`src/rtl/camera_capture_sequencer.sv`:
```
// Single-frame capture sequencer for the camera frame buffer.
// Gates buffer writes for exactly one whole frame, counts captured words,
// then serves byte-granular read addresses for SPI readback.
//
// state       | meaning
// ------------+-------------------------------------------------------
// S_IDLE      | waiting for a capture request
// S_ARMED     | request seen, waiting for the next frame_valid rise
// S_CAPTURING | write gate open until frame_valid falls
// S_DONE      | frame captured, readback address stepping allowed
module camera_capture_sequencer #(
    parameter int ADDR_WIDTH = 14,
    parameter int MAX_WORDS  = 10000
) (
    input  logic                  clock_in,
    input  logic                  reset_in,
    input  logic                  capture_request_in,
    input  logic                  abort_in,
    input  logic                  frame_valid_in,
    input  logic                  pixel_write_enable_in,
    output logic                  buffer_write_enable_out,
    input  logic                  read_next_in,
    output logic [ADDR_WIDTH-1:0] buffer_read_address_out,
    output logic [1:0]            byte_select_out,
    output logic [15:0]           bytes_available_out,
    output logic                  capture_busy_out,
    output logic                  capture_done_out,
    output logic                  overflow_out
);

    // MAX_WORDS*4 fits in 16 bits, so 14 bits always hold the word count.
    localparam logic [13:0] MAX_W = 14'(MAX_WORDS);

    typedef enum logic [1:0] {
        S_IDLE      = 2'd0,
        S_ARMED     = 2'd1,
        S_CAPTURING = 2'd2,
        S_DONE      = 2'd3
    } state_t;

    state_t      state_q, state_d;
    logic        fv_q, fv_d;
    logic [13:0] words_written_q, words_written_d;
    logic [15:0] bytes_read_q, bytes_read_d;
    logic        overflow_q, overflow_d;

    logic        rise, fall;
    logic        room;
    logic [15:0] bytes_captured;

    assign rise           = frame_valid_in & ~fv_q;
    assign fall           = ~frame_valid_in & fv_q;
    assign room           = (words_written_q < MAX_W);
    assign bytes_captured = {words_written_q, 2'b00};

    // Next-state, counter updates and the zero-latency write gate.
    always_comb begin
        state_d                 = state_q;
        fv_d                    = frame_valid_in;
        words_written_d         = words_written_q;
        bytes_read_d            = bytes_read_q;
        overflow_d              = overflow_q;
        buffer_write_enable_out = 1'b0;

        if (abort_in) begin
            // Abort beats a simultaneous request or write; overflow is kept.
            state_d         = S_IDLE;
            words_written_d = '0;
            bytes_read_d    = '0;
        end else begin
            unique case (state_q)
                S_IDLE: begin
                    if (capture_request_in) begin
                        state_d         = S_ARMED;
                        words_written_d = '0;
                        bytes_read_d    = '0;
                        overflow_d      = 1'b0;
                    end
                end
                S_ARMED: begin
                    // Only a fresh rise starts capture, so a frame already
                    // in progress on arming is skipped entirely.
                    if (rise) state_d = S_CAPTURING;
                end
                S_CAPTURING: begin
                    if (pixel_write_enable_in) begin
                        if (room) begin
                            buffer_write_enable_out = 1'b1;
                            words_written_d         = words_written_q + 14'd1;
                        end else begin
                            overflow_d = 1'b1;
                        end
                    end
                    if (fall) state_d = S_DONE;
                end
                S_DONE: begin
                    if (capture_request_in) begin
                        state_d         = S_ARMED;
                        words_written_d = '0;
                        bytes_read_d    = '0;
                        overflow_d      = 1'b0;
                    end else if (read_next_in && (bytes_read_q < bytes_captured)) begin
                        bytes_read_d = bytes_read_q + 16'd1;
                    end
                end
                default: state_d = S_IDLE;
            endcase
        end
    end

    // State and counter registers.
    always_ff @(posedge clock_in or posedge reset_in) begin
        if (reset_in) begin
            state_q         <= S_IDLE;
            fv_q            <= 1'b0;
            words_written_q <= '0;
            bytes_read_q    <= '0;
            overflow_q      <= 1'b0;
        end else begin
            state_q         <= state_d;
            fv_q            <= fv_d;
            words_written_q <= words_written_d;
            bytes_read_q    <= bytes_read_d;
            overflow_q      <= overflow_d;
        end
    end

    assign buffer_read_address_out = bytes_read_q[ADDR_WIDTH+1:2];
    assign byte_select_out         = bytes_read_q[1:0];
    assign bytes_available_out     = (state_q == S_DONE) ? (bytes_captured - bytes_read_q) : 16'd0;
    assign capture_busy_out        = (state_q == S_ARMED) || (state_q == S_CAPTURING);
    assign capture_done_out        = (state_q == S_DONE);
    assign overflow_out            = overflow_q;

endmodule

```
`config.mk`:
```
export PLATFORM = sky130hd
export DESIGN_NAME = camera_capture_sequencer
export DESIGN_NICKNAME = d
export VERILOG_FILES = /design/src/rtl/camera_capture_sequencer.sv
export SDC_FILE = /design/constraint.sdc
export NUM_CORES = 1
export LEC_CHECK = 0
export CAP_MARGIN = 20
export CORE_AREA = 4 4 81 83
export CTS_BUF_LIST = sky130_fd_sc_hd__clkbuf_4 sky130_fd_sc_hd__clkbuf_8 sky130_fd_sc_hd__clkbuf_16
export DETAILED_ROUTE_END_ITERATION = 7
export DIE_AREA = 0 0 85 87
export GPL_ROUTABILITY_DRIVEN = 0
export PLACE_DENSITY = 0.79
export SYNTH_ARGS = -nofsm -noshare
export SYNTH_HDL_FRONTEND = slang
export SYNTH_SLANG_ARGS = --single-unit
```
`constraint.sdc`:
```
create_clock -name clock_in -period 2.11 [get_ports clock_in]
set_input_delay 0.211 -clock clock_in [delete_from_list [all_inputs] [get_ports clock_in]]
set_output_delay 0.211 -clock clock_in [all_outputs]
set_load 0.02 [all_outputs]
```
==> metrics.csv <==
metric,value,unit
status,"complete, but fails checks",
violations,negative setup slack,
power_switching,0.9070,mW
drt.antenna.violating_nets,0,
post-dp-hpwl,6916,µm
syn-mean-instance-area,8.421,µm²
setup.reg_to_reg.worst_slack,-460,ps
insertion_delay,300,ps
synth.ff_latch_count,34,
cap_violations,0,
synth.distinct_cells,54,
crit_path_max_fanout,4,
filler_cell_count,275,
required,1900,ps
sequential_cell_area,870.8,µm²
avgRoutedWirePerCell,25.03,µm
cts_inserted_buffers,5,
io_pins,43,
critical_path.cell_chain,inv_2 -> ha_4 -> a21oi_1 -> o21a_1 -> o211ai_1 -> a2111oi_2 -> xnor2_1 -> and2_4 -> buf_6,
min_cycle_time_layout,2791,ps
worst_hold_path_type,in2async,
detail_route.drc_violations,0,
cellLeakagePower,2.183,nW
cp_data_arrival_time,2580,ps
setup_repair_after_global_routing_missed_its_margin,yes,
cts_buffer_depth,2,
fin_hold_viols,0,
cts.sink_count,34,
sw_frac_of_total,39.77,%
vias_per_cell,6.520,
preCtsSetupSlack,-728.9,ps
cellInternalPower,1.373,mW
root_buffer,clkbuf_8,
wirelength,14010,µm
ir_worst_vdd,0.6628,mV
final_net_count,513,
floorplan.initialDensity,47.50,%
syn-num-nets,359,
area_growth,79.65,%
wire_length_of_the_first_global_routing_pass,16780,µm
grt_remaining_overflow,0,
cp_max_delay_cell,dfrtp_2,
yosysSeqAreaShare,30.62,%
endpoint_kind,output port,
portBuffers,42,
drive_above_1_share,51.96,%
die_area,7395,µm²
r2r-start,words_written_q[4],
totalPowerFinal,2.280,mW
tritoncts_clock_tree,done,
post-route-period-util,132.3,%
critical_path.reg2reg.endpoint,bytes_read_q[9],
die_h,87,µm
final-max-slew-violation-count,0,
grt.total_usage,28.53,%
power.share.clock,23.3,%
power.sequential.fraction,31.3,%
clock_transition_at_the_registers_of_the_reported_paths,80,ps
rows,28,
finalCoreUtilization,85.33,%
core-area,5851,µm²
worst_path_largest_cell_delay,420,ps
grt_antenna_before_repair,0,
dominantRegCellSynth,dfrtp_1,
synthesis.instances,330,
syn-cell-area,2779,µm²
h-tree-depth,2,
max_slew.worst_pin.slew,714.3,ps
post_synth_edffs,0,
power-per-cell-area,456.8,nW/µm²
grt_pass1_vias,3499,
dp.cells,528,
pin_count_of_the_biggest_net_entering_global_routing,35,
async_reset_ff_share,100.0,%
yosysWarnings,0,
dr.pass1.iters,5,
multi_input_area,2491,µm²
slew_headroom,52.26,%
antenna_cells_inserted,0,
crit_type,reg2out,
clock_skew,10.81,ps
postLayoutSetupSlackWorst,-681.5,ps
max_freq,0.3582,GHz
first_iteration_detailed_routing_drc_count,366,
hold_ws,330.7,ps
setup-violations-final,43,
via_count,3651,
timing.reg2reg.worst_path_depth,9,
cts-hold-fix-buffers,0,
finished_layout_cells,560,
die_w,85,µm
power_frac_comb,45.4,%
cp-start-kind,register,
==> worst max-delay path, delay by kind of cell (launching register included) <==
kind	cells	cell delay, ps
compound gates	4	1120
flops	1	420
fa+ha+maj	1	220
buf+inv	2	180
xor+xnor	1	180
simple gates	1	170
==> registers in the layout (all words and copies together) (netlist names) <==
name,cells
bytes_read_q,16
words_written_q,14
state_q,2
overflow_out,1
fv_q,1
==> metrics by stage <==
| step | cell area [µm²] | setup TNS [ps] |
|---|---|---|
| 3_3_place_gp | 4202 | -8995 |
| 4_1_cts | 4626 | -5906 |
| 5_1_grt | 4992 | -14030 |
| 3_5_place_dp | 4202 | -10700 |
| 2_1_floorplan | 3043 | -296.2 |
| 6_report | 4992 | -12120 |
==> cell usage in the layout, fill, tap and decap left out, types with 5 or more instances in the layout <==
master           synthesis  layout
dfrtp_2                  0      16
nand2_1                 29      27
and3_1                   9       8
nand3_1                  9       8
xnor2_1                  6       5
inv_1                   22      11
a21oi_1                 19       8
o211ai_1                 9       9
a21o_1                   6       6
buf_6                    0      26
clkdlybuf4s50_1          0      25
buf_4                    1     101
and2_1                  16      14
nor2_1                  23      19
or3_1                    6       5
dfrtp_1                 34      18
a21oi_2                  0       9
xor2_1                  13      13
o311ai_4                 0       5
o21ai_2                  0      10
inv_2                    0      10
nand2b_1                 7       7
clkbuf_8                 0       6
ha_4                     0      15
nand4_1                  5       5
==> cells by family (layout without fill, tap and decap cells) <==
kind of cell / count (synthesis) / in the layout / share of synthesized area, %
compound gates: 98 / 98 / 24.72
xor+xnor: 19 / 19 / 5.988
fa+ha+maj: 22 / 22 / 9.905
buf+inv: 32 / 187 / 4.502
flops: 34 / 34 / 30.62
mux: 4 / 4 / 1.441
simple gates: 121 / 121 / 22.83
==> cells in the mapped netlist, drive strengths merged (2+ instances only) <==
cell      n  area, µm²
a21o      6      45.04
nand3     9      45.04
nor4      2      18.77
o21ai    17      85.08
mux2i     4      40.04
nor2b     4      25.02
nand2b    7      43.79
clkbuf    8      30.03
and3      9      56.30
a221o     2      20.02
or3       6      37.54
o211ai    9      67.56
o31ai     5      37.54
nand2    29      108.9
a311oi    2      17.52
a31oi     5      31.28
o41ai     3      26.28
nand4     5      31.28
nor2     23      86.33
ha       22      275.3
o21a      5      37.54
a21oi    19      95.09
buf       2      12.51
and4      3      26.28
a211oi    4      35.03
a41o      2      20.02
o22ai     2      12.51
dfrtp    34      850.8
o2111ai   3      32.53
nor3      3      15.01
and2     16      100.1
o311ai    5      43.79
xnor2     6      52.55
xor2     13      113.9
inv      22      82.58
==> cell type report <==
| type | count | share of cell area (%) |
|---|---|---|
| clock inverters | 2 | 0.2506 |
| inverters | 22 | 1.704 |
| multi-input cells | 264 | 49.90 |
| well taps | 75 | 1.880 |
| flip-flops and latches | 34 | 17.44 |
| repair buffers | 157 | 27.17 |
| clock buffers | 6 | 1.654 |
==> layer usage <==
layer	share of wire [%]	GRT usage (%)	up-vias
met5	0	0	-
met4	8.5	14.39	0
met1	34	32.78	1741
li1	-	-	1522
met2	49	51.27	278
met3	8.4	4.352	110
==> worst max path at each step <==
stage                                  start                 endpoint  slack (ps)  cells after the start
final                        bytes_read_q[7]  bytes_available_out[15]        -680                      9
after detailed placement     bytes_read_q[3]  bytes_available_out[15]        -730                      9
after floorplan              bytes_read_q[3]  bytes_available_out[13]        -120                      8
after global placement       bytes_read_q[3]  bytes_available_out[15]        -650                      9
after CTS                 words_written_q[0]  bytes_available_out[13]        -490                      8
after global routing         bytes_read_q[7]  bytes_available_out[15]        -780                      9
==> timing repair <==
| action | CTS | global route |
|---|---|---|
| pin swaps | 44 | 47 |
| buffers inserted | 10 | 17 |
| endpoints found under the setup margin | 35 | 43 |
| gates cloned | 0 | 0 |
| gates resized for setup | 129 | 70 |
==> power by group through the flow <==
stage	Combinational, mW	Clock [mW]	Sequential (mW)
after floorplan	0.478	0	0.733
after global placement	0.756	0	0.718
after detailed placement	0.783	0	0.722
after CTS	0.866	0.515	0.710
after global routing	1.09	0.556	0.715
final	1.04	0.531	0.713
Power figures use the tool's default switching activity.
